## config.mk

```make
export PLATFORM = sky130hd
export DESIGN_NAME = fetch_instr_buffer_flat
export DESIGN_NICKNAME = d
export VERILOG_FILES = /design/src/rtl/fetch_instr_buffer_if.sv /design/src/rtl/fetch_instr_buffer.sv /design/src/flat_wrapper.sv
export SDC_FILE = /design/constraint.sdc
export NUM_CORES = 1
export LEC_CHECK = 0
export BUFFER_PORTS_ARGS = -buffer_cell sky130_fd_sc_hd__buf_2
export CAP_MARGIN = 20
export CORE_MARGIN = 2
export CORE_UTILIZATION = 40
export CTS_CLUSTER_SIZE = 30
export DETAILED_ROUTE_END_ITERATION = 16
export PLACE_DENSITY_LB_ADDON = 0.25
export SYNTH_ARGS = -nofsm -noshare
export SYNTH_HDL_FRONTEND = slang
export SYNTH_SLANG_ARGS = --single-unit
```

## constraint.sdc

```tcl
create_clock -name clk -period 38.6 [get_ports clk]
set_clock_uncertainty 0.05 [all_clocks]
set_input_delay 5.79 -clock clk [delete_from_list [all_inputs] [get_ports clk]]
set_output_delay 5.79 -clock clk [all_outputs]
set_load 0.1 [all_outputs]
```

## src/rtl/fetch_instr_buffer_if.sv

```systemverilog
// Fetch-to-decode bus used by fetch_instr_buffer.
// Signals:
//   in_valid, in_mask, in_pc, in_instr, in_guesses_branch, in_prediction:
//     the fetch group from the front end (lane 0 = oldest).
//   in_ready: the buffer can take a full group this cycle.
//   out_valid, out_pc, out_instr, out_guesses_branch, out_prediction:
//     decode lanes; out_valid is thermometer-coded.
//   out_ready: decode consumes every valid lane this cycle.
// Modports:
//   master - front end plus decode side, which drives in_* and out_ready.
//   slave  - the buffer itself.
interface fetch_instr_buffer_if #(
  parameter int unsigned FETCH_WIDTH = 2,
  parameter int unsigned DEC_WIDTH   = 2,
  parameter int unsigned ADDR_WIDTH  = 32
);
  logic                              in_valid;
  logic [FETCH_WIDTH-1:0]            in_mask;
  logic [FETCH_WIDTH*ADDR_WIDTH-1:0] in_pc;
  logic [FETCH_WIDTH*32-1:0]         in_instr;
  logic [FETCH_WIDTH-1:0]            in_guesses_branch;
  logic [FETCH_WIDTH*ADDR_WIDTH-1:0] in_prediction;
  logic                              in_ready;

  logic [DEC_WIDTH-1:0]              out_valid;
  logic [DEC_WIDTH*ADDR_WIDTH-1:0]   out_pc;
  logic [DEC_WIDTH*32-1:0]           out_instr;
  logic [DEC_WIDTH-1:0]              out_guesses_branch;
  logic [DEC_WIDTH*ADDR_WIDTH-1:0]   out_prediction;
  logic                              out_ready;

  modport master (
    output in_valid, in_mask, in_pc, in_instr, in_guesses_branch, in_prediction,
    output out_ready,
    input  in_ready,
    input  out_valid, out_pc, out_instr, out_guesses_branch, out_prediction
  );

  modport slave (
    input  in_valid, in_mask, in_pc, in_instr, in_guesses_branch, in_prediction,
    input  out_ready,
    output in_ready,
    output out_valid, out_pc, out_instr, out_guesses_branch, out_prediction
  );
endinterface

```

## src/rtl/fetch_instr_buffer.sv

```systemverilog
// Decoupling queue between the I-cache/predictor front end and decode.
// Takes fetch groups of up to FETCH_WIDTH instructions with an arbitrary lane
// mask, compacts the set lanes in program order into a circular store of DEPTH
// entries, and presents up to DEC_WIDTH of the oldest entries to decode.
// Ports:
//   clk   - clock
//   reset - synchronous, active-high; empties the queue (storage not cleared)
//   flush - empties the queue and drops the same-cycle input group
//   bus   - fetch_instr_buffer_if.slave (fetch group in, decode lanes out)
//   count - registered occupancy, 0..DEPTH
module fetch_instr_buffer #(
  parameter  int unsigned FETCH_WIDTH = 2,
  parameter  int unsigned DEC_WIDTH   = 2,
  parameter  int unsigned DEPTH       = 8,
  parameter  int unsigned ADDR_WIDTH  = 32,
  localparam int unsigned CNT_W       = $clog2(DEPTH + 1)
) (
  input  logic                  clk,
  input  logic                  reset,
  input  logic                  flush,
  fetch_instr_buffer_if.slave   bus,
  output logic [CNT_W-1:0]      count
);

  localparam int unsigned PTR_W = $clog2(DEPTH);

  logic [ADDR_WIDTH-1:0] pc_mem   [DEPTH];
  logic [31:0]           instr_mem[DEPTH];
  logic                  gb_mem   [DEPTH];
  logic [ADDR_WIDTH-1:0] pred_mem [DEPTH];

  logic [PTR_W-1:0] head_q, tail_q;
  logic [CNT_W-1:0] count_q;

  logic             in_ready_int;
  logic             push_en;
  logic [CNT_W-1:0] push_cnt;
  logic [CNT_W-1:0] pop_cnt;
  logic [PTR_W-1:0] wr_idx[FETCH_WIDTH];
  logic [PTR_W-1:0] rd_idx[DEC_WIDTH];

  // Based on registered count only: same-cycle pops are not credited, which
  // keeps out_ready off the in_ready path.
  assign in_ready_int = (count_q <= CNT_W'(DEPTH - FETCH_WIDTH));
  assign bus.in_ready = in_ready_int;
  assign count        = count_q;

  // Compaction: each set lane goes to tail plus the number of set lanes
  // below it, so skipped lanes leave no holes.
  always_comb begin
    push_en  = bus.in_valid && in_ready_int && !flush && !reset;
    push_cnt = '0;
    for (int unsigned l = 0; l < FETCH_WIDTH; l++) begin
      wr_idx[l] = tail_q + PTR_W'(push_cnt);
      if (bus.in_mask[l]) push_cnt = push_cnt + CNT_W'(1);
    end
    if (!push_en) push_cnt = '0;

    pop_cnt = '0;
    if (bus.out_ready)
      pop_cnt = (count_q < CNT_W'(DEC_WIDTH)) ? count_q : CNT_W'(DEC_WIDTH);
  end

  always_comb begin
    bus.out_valid          = '0;
    bus.out_pc             = '0;
    bus.out_instr          = '0;
    bus.out_guesses_branch = '0;
    bus.out_prediction     = '0;
    for (int unsigned i = 0; i < DEC_WIDTH; i++) begin
      rd_idx[i]                                     = head_q + PTR_W'(i);
      bus.out_valid[i]                              = (count_q > CNT_W'(i));
      bus.out_pc[i*ADDR_WIDTH +: ADDR_WIDTH]         = pc_mem[rd_idx[i]];
      bus.out_instr[i*32 +: 32]                     = instr_mem[rd_idx[i]];
      bus.out_guesses_branch[i]                     = gb_mem[rd_idx[i]];
      bus.out_prediction[i*ADDR_WIDTH +: ADDR_WIDTH] = pred_mem[rd_idx[i]];
    end
  end

  always_ff @(posedge clk) begin
    if (reset || flush) begin
      head_q  <= '0;
      tail_q  <= '0;
      count_q <= '0;
    end else begin
      head_q  <= head_q + PTR_W'(pop_cnt);
      tail_q  <= tail_q + PTR_W'(push_cnt);
      count_q <= count_q + push_cnt - pop_cnt;
    end
  end

  always_ff @(posedge clk) begin
    if (push_en) begin
      for (int unsigned l = 0; l < FETCH_WIDTH; l++) begin
        if (bus.in_mask[l]) begin
          pc_mem[wr_idx[l]]    <= bus.in_pc[l*ADDR_WIDTH +: ADDR_WIDTH];
          instr_mem[wr_idx[l]] <= bus.in_instr[l*32 +: 32];
          gb_mem[wr_idx[l]]    <= bus.in_guesses_branch[l];
          pred_mem[wr_idx[l]]  <= bus.in_prediction[l*ADDR_WIDTH +: ADDR_WIDTH];
        end
      end
    end
  end

  a_count_bound: assert property (@(posedge clk) disable iff (reset)
    int'(count_q) <= int'(DEPTH));

  a_out_valid_thermo: assert property (@(posedge clk) disable iff (reset)
    (bus.out_valid & (bus.out_valid + DEC_WIDTH'(1))) == '0);

  a_no_overflow: assert property (@(posedge clk) disable iff (reset)
    int'(count_q) + int'(push_cnt) <= int'(DEPTH));

endmodule
```

## src/flat_wrapper.sv

```systemverilog
// flat-port wrapper written by rule: the top's interface ports become plain ports
module fetch_instr_buffer_flat 
#(
  parameter  int unsigned FETCH_WIDTH = 2,
  parameter  int unsigned DEC_WIDTH   = 2,
  parameter  int unsigned DEPTH       = 8,
  parameter  int unsigned ADDR_WIDTH  = 32,
  localparam int unsigned CNT_W       = $clog2(DEPTH + 1)
)
  (clk, reset, flush, count, bus_in_valid, bus_in_mask, bus_in_pc, bus_in_instr, bus_in_guesses_branch, bus_in_prediction, bus_out_ready, bus_in_ready, bus_out_valid, bus_out_pc, bus_out_instr, bus_out_guesses_branch, bus_out_prediction);
  fetch_instr_buffer_if #(.FETCH_WIDTH(FETCH_WIDTH), .DEC_WIDTH(DEC_WIDTH), .ADDR_WIDTH(ADDR_WIDTH)) bus_i ();
  input  logic clk;
  input  logic reset;
  input  logic flush;
  output logic [CNT_W-1:0] count;
  input wire logic [$bits(bus_i.in_valid)-1:0] bus_in_valid;
  input wire logic [$bits(bus_i.in_mask)-1:0] bus_in_mask;
  input wire logic [$bits(bus_i.in_pc)-1:0] bus_in_pc;
  input wire logic [$bits(bus_i.in_instr)-1:0] bus_in_instr;
  input wire logic [$bits(bus_i.in_guesses_branch)-1:0] bus_in_guesses_branch;
  input wire logic [$bits(bus_i.in_prediction)-1:0] bus_in_prediction;
  input wire logic [$bits(bus_i.out_ready)-1:0] bus_out_ready;
  output wire logic [$bits(bus_i.in_ready)-1:0] bus_in_ready;
  output wire logic [$bits(bus_i.out_valid)-1:0] bus_out_valid;
  output wire logic [$bits(bus_i.out_pc)-1:0] bus_out_pc;
  output wire logic [$bits(bus_i.out_instr)-1:0] bus_out_instr;
  output wire logic [$bits(bus_i.out_guesses_branch)-1:0] bus_out_guesses_branch;
  output wire logic [$bits(bus_i.out_prediction)-1:0] bus_out_prediction;
  assign bus_i.in_valid = bus_in_valid;
  assign bus_i.in_mask = bus_in_mask;
  assign bus_i.in_pc = bus_in_pc;
  assign bus_i.in_instr = bus_in_instr;
  assign bus_i.in_guesses_branch = bus_in_guesses_branch;
  assign bus_i.in_prediction = bus_in_prediction;
  assign bus_i.out_ready = bus_out_ready;
  assign bus_in_ready = bus_i.in_ready;
  assign bus_out_valid = bus_i.out_valid;
  assign bus_out_pc = bus_i.out_pc;
  assign bus_out_instr = bus_i.out_instr;
  assign bus_out_guesses_branch = bus_i.out_guesses_branch;
  assign bus_out_prediction = bus_i.out_prediction;
  fetch_instr_buffer #(.FETCH_WIDTH(FETCH_WIDTH), .DEC_WIDTH(DEC_WIDTH), .DEPTH(DEPTH), .ADDR_WIDTH(ADDR_WIDTH)) u_core (.clk(clk), .reset(reset), .flush(flush), .bus(bus_i), .count(count));
endmodule
```

**Word-level counts from Yosys, hierarchy flattened**

Memory sizes are Yosys's and may differ from the RTL's. A register that Yosys moved wholly into a read port is not among the register bits.
Cells that the tools add are included.

- Bits in registers: 10
- Bits in latches: 0
- RAM bits: 776
- ROM bits: 0
- Bits of input ports: 201
- Output and inout port bits: 201
- Word-level logic and storage cells: 39
- Memories kept: 4

Memory list:

| memory | depth | bits a word | rd ports | clocked after memory_dff | wr ports | line | text |
|---|---|---|---|---|---|---|---|
| u_core.instr_mem | 8 | 32 | 2 | 1 | 2 | fetch_instr_buffer.sv:28 | `logic [31:0] instr_mem[DEPTH];` |
| u_core.pc_mem | 8 | 32 | 2 | 1 | 2 | fetch_instr_buffer.sv:27 | `logic [ADDR_WIDTH-1:0] pc_mem [DEPTH];` |
| u_core.pred_mem | 8 | 32 | 2 | 1 | 2 | fetch_instr_buffer.sv:30 | `logic [ADDR_WIDTH-1:0] pred_mem [DEPTH];` |
| u_core.gb_mem | 8 | 1 | 2 | 1 | 2 | fetch_instr_buffer.sv:29 | `logic gb_mem [DEPTH];` |

- $add $sub $neg: 7
- $mul: 0
- Div/mod/pow operators: 0
- $lt $le $gt $ge: 4
- Equality and inequality tests: 0
- Shift operators: 0
- Mux-type cells: 15
- Bitwise logic cells: 0
- Reductions and logical operators: 6

Operator list:

| kind | count |
|---|---|
| 4-bit two-way mux | 4 |
| 3-bit two-way mux | 4 |
| 4-bit by 1-bit greater-than comparator with 1-bit output (second input constant) | 2 |
| 1-bit two-way mux | 7 |
| 3-bit adder | 2 |
| 4-bit adder | 1 |
| 4-bit by 3-bit less-or-equal comparator with 1-bit output (second input constant) | 1 |
| 4-bit by 2-bit < comparator with 1-bit output (second input constant) | 1 |
| 4-bit subtractor | 1 |
| 3-bit by 1-bit adder with 3-bit output | 1 |
| 3-bit by 1-bit adder with 3-bit output (second input constant) | 1 |
| 1-bit logical AND | 3 |
| 1-bit by 1-bit adder with 2-bit output (second input constant) | 1 |
| 1-bit zero test | 2 |
| 1-bit logical OR | 1 |

**Logic depth before layout (Yosys ltp)**

Gate-level depths: netlist of run 1.

- Depth after elaboration: 7
- Gate-level depth with buffers: 11
- Mapped depth without buffers: 10

**Worst setup path before layout of run 1**

No wires, ideal clock.

- Path kind: input -> register
- Start: input flush
- End: memory u_core.gb_mem[4], enable pin
- Library setup time: 0.817 ns
- Arrival: 16.008 ns
- Required time: 37.733 ns
- Slack: 21.726 ns
- Stages: 3
- Path buffers: 0
- Cells stage by stage: nor2_2 nand3_2 o41ai_1

RTL lines:

| element | line | text |
|---|---|---|
| start: declaration | flat_wrapper.sv:14 | `input logic flush;` |
| end: declaration | fetch_instr_buffer.sv:29 |  |

**Final worst setup path of run 1**

- Start: register u_core.head_q[0]
- End: output bus_out_pc[50]

- Word-level cells in the longest chain between the ends: 2

Ends and longest elaborated chain:

| element | line | text |
|---|---|---|
| start: declaration | fetch_instr_buffer.sv:32 | `logic [PTR_W-1:0] head_q, tail_q;` |
| start signal: assignment | fetch_instr_buffer.sv:86 | `head_q <= head_q + PTR_W'(pop_cnt);` |
| 3-bit by 1-bit adder with 3-bit output | fetch_instr_buffer.sv:71 | `rd_idx[i] = head_q + PTR_W'(i);` |
| memory 8 x 32 bit | -- |  |
| end: declaration | flat_wrapper.sv:25 | `output wire logic [$bits(bus_i.out_pc)-1:0] bus_out_pc;` |

Every way passes these cells.

==> flow_summary.ini, run 1 <==
[run_status]
status = finished clean

[global_route]
grt_max_degree = 129
grt_overflow = 0
track_usage_pct = 22.8
use_met2_pct = 39.7
busiest_layer = met2
met1_usage_pct = 28.2
grt_pass1_wl_um = 193000
grt_pass1_vias = 28300
use_met3_pct = 4.35
antenna_found_initial = 33

[setup_path]
arrival_ns = 5.37
crit_fanout = 59
crit_path_frequent_cell = buf_4
cp-start-kind = register
r2r_cells = 7
crit_type = register to primary output
r2r_slack_ns = 34.09
cp_slowest_cell = buf_4
required_ns = 32.76
r2r-end = u_core.instr_mem[1][4]$_DFFE_PP_
end_kind = primary output
crit_chain = ha_4 -> buf_4 -> buf_4 -> mux4_2 -> mux2_2 -> buf_2
reg2reg_from = u_core.tail_q[0]$_SDFF_PP0_
slowest_delay_ns = 0.92

[timing]
hold_viol_final = 0
slew_headroom_pct = 26.3
period_share_pct = 29.1
clock.fmax_ghz = 0.0892
fin_hold_ws_ns = 0.716
worst_pin_slew_ns = 1.10
slew_violations = 0
fin_crit_ns = 11.21
setup_tns_ns = 0
layout_setup_ws_ns = 27.39
setup_viol = 0
rsz0062_at_grt = false

[synthesis]
synth_top_area_share_pct = 51.9
synth_nets = 2646
yosysSeqAreaShare_pct = 52.4
ys_ff_latch = 786
synth_cells = 2430
ys_types = 40
yosys-top-cells-area = edfxtp_1, mux2_2, mux4_2, buf_2, dfxtp_1
yosysWarningCount = 0
syn_area_per_cell_sq_um = 18.5
synth_area_leader_cell = edfxtp_1
synthesis.area_sq_mm = 0.0449

[floorplan]
initial_core_util_pct = 40.4
dieArea_sq_mm = 0.115
placement_rows = 122
die_w_um = 339
ios = 402
core_sq_mm = 0.111
die_y_um = 339

[cells_and_area]
layout_commonest_cell = mux2_2
mostFrequentLayoutCells = mux2_2, edfxtp_1, buf_2
fillers = 9453
nets = 3000
final_area_sq_mm = 0.0515
area_growth_pct = 14.8
drive_gt1_share_pct = 68.7

[pwr]
power_uw = 2180
ir_worst_vdd_mv = 0.0318
internal_power_uw = 1600
p_comb_share_pct = 15.6
power_frac_clock_pct = 40.9
switching_share_pct = 27.0
p_sw_uw = 589
leakagePower_uw = 0.0167
seq_power_share_pct = 43.5
powerDensity_mw_per_mm2 = 42.4

[worst_hold_path]
hold_path.class = register to register
min_to = u_core.tail_q[2]$_SDFF_PP0_
hold_depth = 2
worstHoldStart = u_core.tail_q[2]$_SDFF_PP0_

[clock_network]
post_cts_buffers = 0
path_clk_slew_ns = 0.05
cts_buffers = 92
cts-hold-fix-buffers = 0
root_buffer = clkbuf_16
ctsResizeCount = 0
cts_tree = yes
cts.sinks = 786
clock_path_buffers = 3
clk_latency_ns = 0.66
ctsHtreeMaxLevel = 3

[placement]
hpwl_um = 78100
place.gp.congestion = 0.785
dp_slack_ns = 27.91
port_buffers = 401
place_area_sq_mm = 0.0483

[route]
first_pass_iters = 5
ant_nets = 0
wl_per_cell_um = 30.4
routed_wirelength_um = 132000
drt_iter0_drc = 2359
drc = 0
dr_total_vias = 26300
via_per_inst = 6.02

[run]
drv_cap = 0
[cell type report]
type	instances	area, sq um	share of cell area, %
multi-input combinational	1441	20500	39.8
timing repair buffer	455	2480	4.81
clock buffer	112	2440	4.74
antenna	21	52.6	0.102
clock inverter	53	606	1.18
tap	1488	1860	3.62
sequential	786	23500	45.7
inverter	8	30.0	0.0583
[power by group through the flow]
stage | combinational [uW] | clock (uW) | sequential [uW]
CTS | 343 | 908 | 951
detailed placement | 341 | 0 | 969
global placement | 336 | 0 | 968
finish | 341 | 892 | 951
global route | 357 | 943 | 951
floorplan | 259 | 0 | 972
[metal layers]
layer / up-vias / share of wire, % / wire length (um)
met5: - / 0.11 / 149
met4: 24 / 2.9 / 3870
met3: 225 / 6.5 / 8590
met1: 14100 / 39 / 51600
li1: 11000 / - / -
met2: 989 / 52 / 68300
[stage by stage]
stage,std cells,utilization [%]
final,4364,46.4
after global routing,4357,46.4
after CTS,4341,46.3
after detailed placement,4176,43.6
after global placement,4176,43.6
after floorplan,2430,-
[sequential cells by signal, summed over array words and instances, names as in the netlist]
name	count
u_core.tail_q	3
u_core.count	4
u_core.head_q	3
u_core.pc_mem	256
u_core.instr_mem	256
u_core.gb_mem	8
u_core.pred_mem	256
[cells in the mapped netlist, drive strengths merged]
master / instances
conb: 1
nand2b: 1
nor4: 1
xor2: 6
mux2: 970
dfxtp: 10
o41ai: 1
a31oi: 1
inv: 8
ha: 13
a31o: 1
nor2: 11
nand4: 2
nand3: 4
or2: 2
or3b: 1
xnor2: 4
a21o: 1
edfxtp: 776
a41oi: 1
buf: 148
a21oi: 1
clkbuf: 47
or3: 5
or4: 1
fa: 2
mux4: 388
nand2: 10
o31ai: 4
and2: 6
and3: 1
o21ai: 2
[critical path: cells and delay by family (launching register included)]
family     cells  cell delay, ns
fa+ha+maj      1            0.73
flops          1            0.85
buf+inv        3            2.05
mux            2            0.91
[how the worst max path moves through the flow]
stage / from / end / slack [ns] / depth (start not counted)
3_3_place_gp: u_core.head_q[0]$_SDFF_PP0_ / bus_out_pc[50] / 27.97 / 6
2_1_floorplan: flush / u_core.gb_mem[4]$_DFFE_PP_ / 21.73 / 3
3_5_place_dp: u_core.head_q[0]$_SDFF_PP0_ / bus_out_pc[50] / 27.91 / 6
6_report: u_core.head_q[0]$_SDFF_PP0_ / bus_out_pc[50] / 27.39 / 6
5_1_grt: u_core.head_q[0]$_SDFF_PP0_ / bus_out_pc[50] / 27.05 / 6
4_1_cts: u_core.head_q[0]$_SDFF_PP0_ / bus_out_pc[50] / 27.21 / 6
[kinds of logic after synthesis]
| kind of cell | Yosys count | share of synthesized area (%) |
|---|---|---|
| AND/OR/NAND/NOR | 45 | 0.558 |
| buffers and inverters | 203 | 2.25 |
| multiplexers | 1358 | 43.9 |
| XOR/XNOR | 10 | 0.212 |
| other | 1 | 0.00836 |
| AO/OA/AOI/OAI | 12 | 0.223 |
| adder cells (fa/ha/maj) | 15 | 0.452 |
| flip-flops | 786 | 52.4 |
(Power assumes the default switching activity.)
==> inputs of run 2 (changes only) <==
clock period = 10.7 ns   (was 38.6 ns; I/O delays follow)
==> flow_summary.ini, run 2 (same netlist as run 1, synthesis figures left out) <==
[placement]
hpwl_um = 77900
port_buffers = 401
place.gp.congestion = 0.791

[floorplan]
die_w_um = 339
core_sq_mm = 0.111
dieArea_sq_mm = 0.115
ios = 402
die_y_um = 339
initial_core_util_pct = 40.4
placement_rows = 122

[timing]
setup_viol = 0
period_share_pct = 56.4
rsz0062_at_grt = false
slew_violations = 0
setup_tns_ns = 0
fin_hold_ws_ns = 0.682
clock.fmax_ghz = 0.166
hold_viol_final = 0
fin_crit_ns = 6.03
worst_pin_slew_ns = 1.16
slew_headroom_pct = 22.8

[global_route]
track_usage_pct = 23.3
antenna_found_initial = 41
grt_overflow = 0
grt_pass1_vias = 28500
grt_max_degree = 138
grt_pass1_wl_um = 197000

[clock_network]
post_cts_buffers = 0
ctsResizeCount = 0
clk_latency_ns = 0.66
cts_buffers = 92
ctsHtreeMaxLevel = 3
root_buffer = clkbuf_16
cts-hold-fix-buffers = 0
clock_path_buffers = 3
path_clk_slew_ns = 0.05
cts_tree = yes
cts.sinks = 786

[route]
first_pass_iters = 5
via_per_inst = 6.01
wl_per_cell_um = 31.1
drt_iter0_drc = 2114
dr_total_vias = 26200
ant_nets = 0
routed_wirelength_um = 136000
drc = 0

[setup_path]
crit_type = register to primary output
crit_fanout = 137
end_kind = primary output
cp-start-kind = register
required_ns = 9.05
r2r_slack_ns = 6.64
arrival_ns = 4.37
reg2reg_from = u_core.tail_q[0]$_SDFF_PP0_
r2r_cells = 8
r2r-end = u_core.pc_mem[0][2]$_DFFE_PP_

[cells_and_area]
layout_commonest_cell = mux2_2
drive_gt1_share_pct = 68.7
nets = 2998
area_growth_pct = 14.4
mostFrequentLayoutCells = mux2_2, edfxtp_1, buf_2

[worst_hold_path]
worstHoldStart = u_core.tail_q[2]$_SDFF_PP0_
hold_depth = 2
min_to = u_core.tail_q[2]$_SDFF_PP0_
hold_path.class = register to register

[pwr]
ir_worst_vdd_mv = 0.167
powerDensity_mw_per_mm2 = 150
leakagePower_uw = 0.0167

[run_status]
status = finished clean

[run]
drv_cap = 0
## run 2: stage by stage
stage | worst slack [ns] | utilization (%) | cell area [sq um] | cells | power, uW
finish | 4.67 | 46.3 | 51300 | 4362 | 7720
global route | 4.37 | 46.2 | 51300 | 4354 | 7960
CTS | 4.57 | 46.2 | 51200 | 4341 | 7790
detailed placement | 5.29 | 43.6 | 48400 | 4174 | 4740
global placement | 5.32 | 43.6 | 48400 | 4174 | 4720
floorplan | 0.599 | - | 44900 | 2430 | 4440
## run 2: layout make-up
class / count / area [sq um]
Sequential cell: 786 / 23500
Clock buffer: 115 / 2410
Fill cell: 9493 / 59600
Multi-Input combinational cell: 1441 / 20500
Timing Repair Buffer: 453 / 2490
Antenna cell: 19 / 47.5
Tap cell: 1488 / 1860
Clock inverter: 52 / 457
Inverter: 8 / 30.0
## run 2: critical path: stages (launching register included)
cell	delay, ns
dfxtp_4	0.74
buf_4	0.76
buf_12	0.72
mux4_2	0.62
mux2_2	0.32
buf_2	0.31
## run 2: worst max path at each step
| stage | from | end | slack [ns] | cells past startpoint |
|---|---|---|---|---|
| after CTS | u_core.head_q[0]$_SDFF_PP0_ | bus_out_pc[4] | 4.57 | 5 |
| final | u_core.head_q[0]$_SDFF_PP0_ | bus_out_pc[21] | 4.67 | 5 |
| after global routing | u_core.head_q[0]$_SDFF_PP0_ | bus_out_pc[9] | 4.37 | 5 |
| after detailed placement | u_core.head_q[0]$_SDFF_PP0_ | bus_out_pc[11] | 5.29 | 5 |
| after floorplan | flush | u_core.gb_mem[3]$_DFFE_PP_ | 0.60 | 5 |
| after global placement | u_core.head_q[0]$_SDFF_PP0_ | bus_out_pc[11] | 5.32 | 5 |
## run 2: metal layers
| metal | track usage, % | vias to the layer above | part of all wire [%] |
|---|---|---|---|
| met1 | 29.8 | 14000 | 40 |
| met4 | 7.44 | 36 | 2.8 |
| met2 | 39.7 | 922 | 50 |
| li1 | - | 11000 | - |
| met5 | 0 | - | 0.18 |
| met3 | 4.72 | 239 | 6.5 |
## run 2: report_power, final
part / leakage [uW] / internal [uW] / total, uW / switching (uW)
sequential: 0.00707 / 3410 / 3440 / 23.6
clock: 0.00141 / 1760 / 3050 / 1290
combinational: 0.00817 / 400 / 1240 / 837
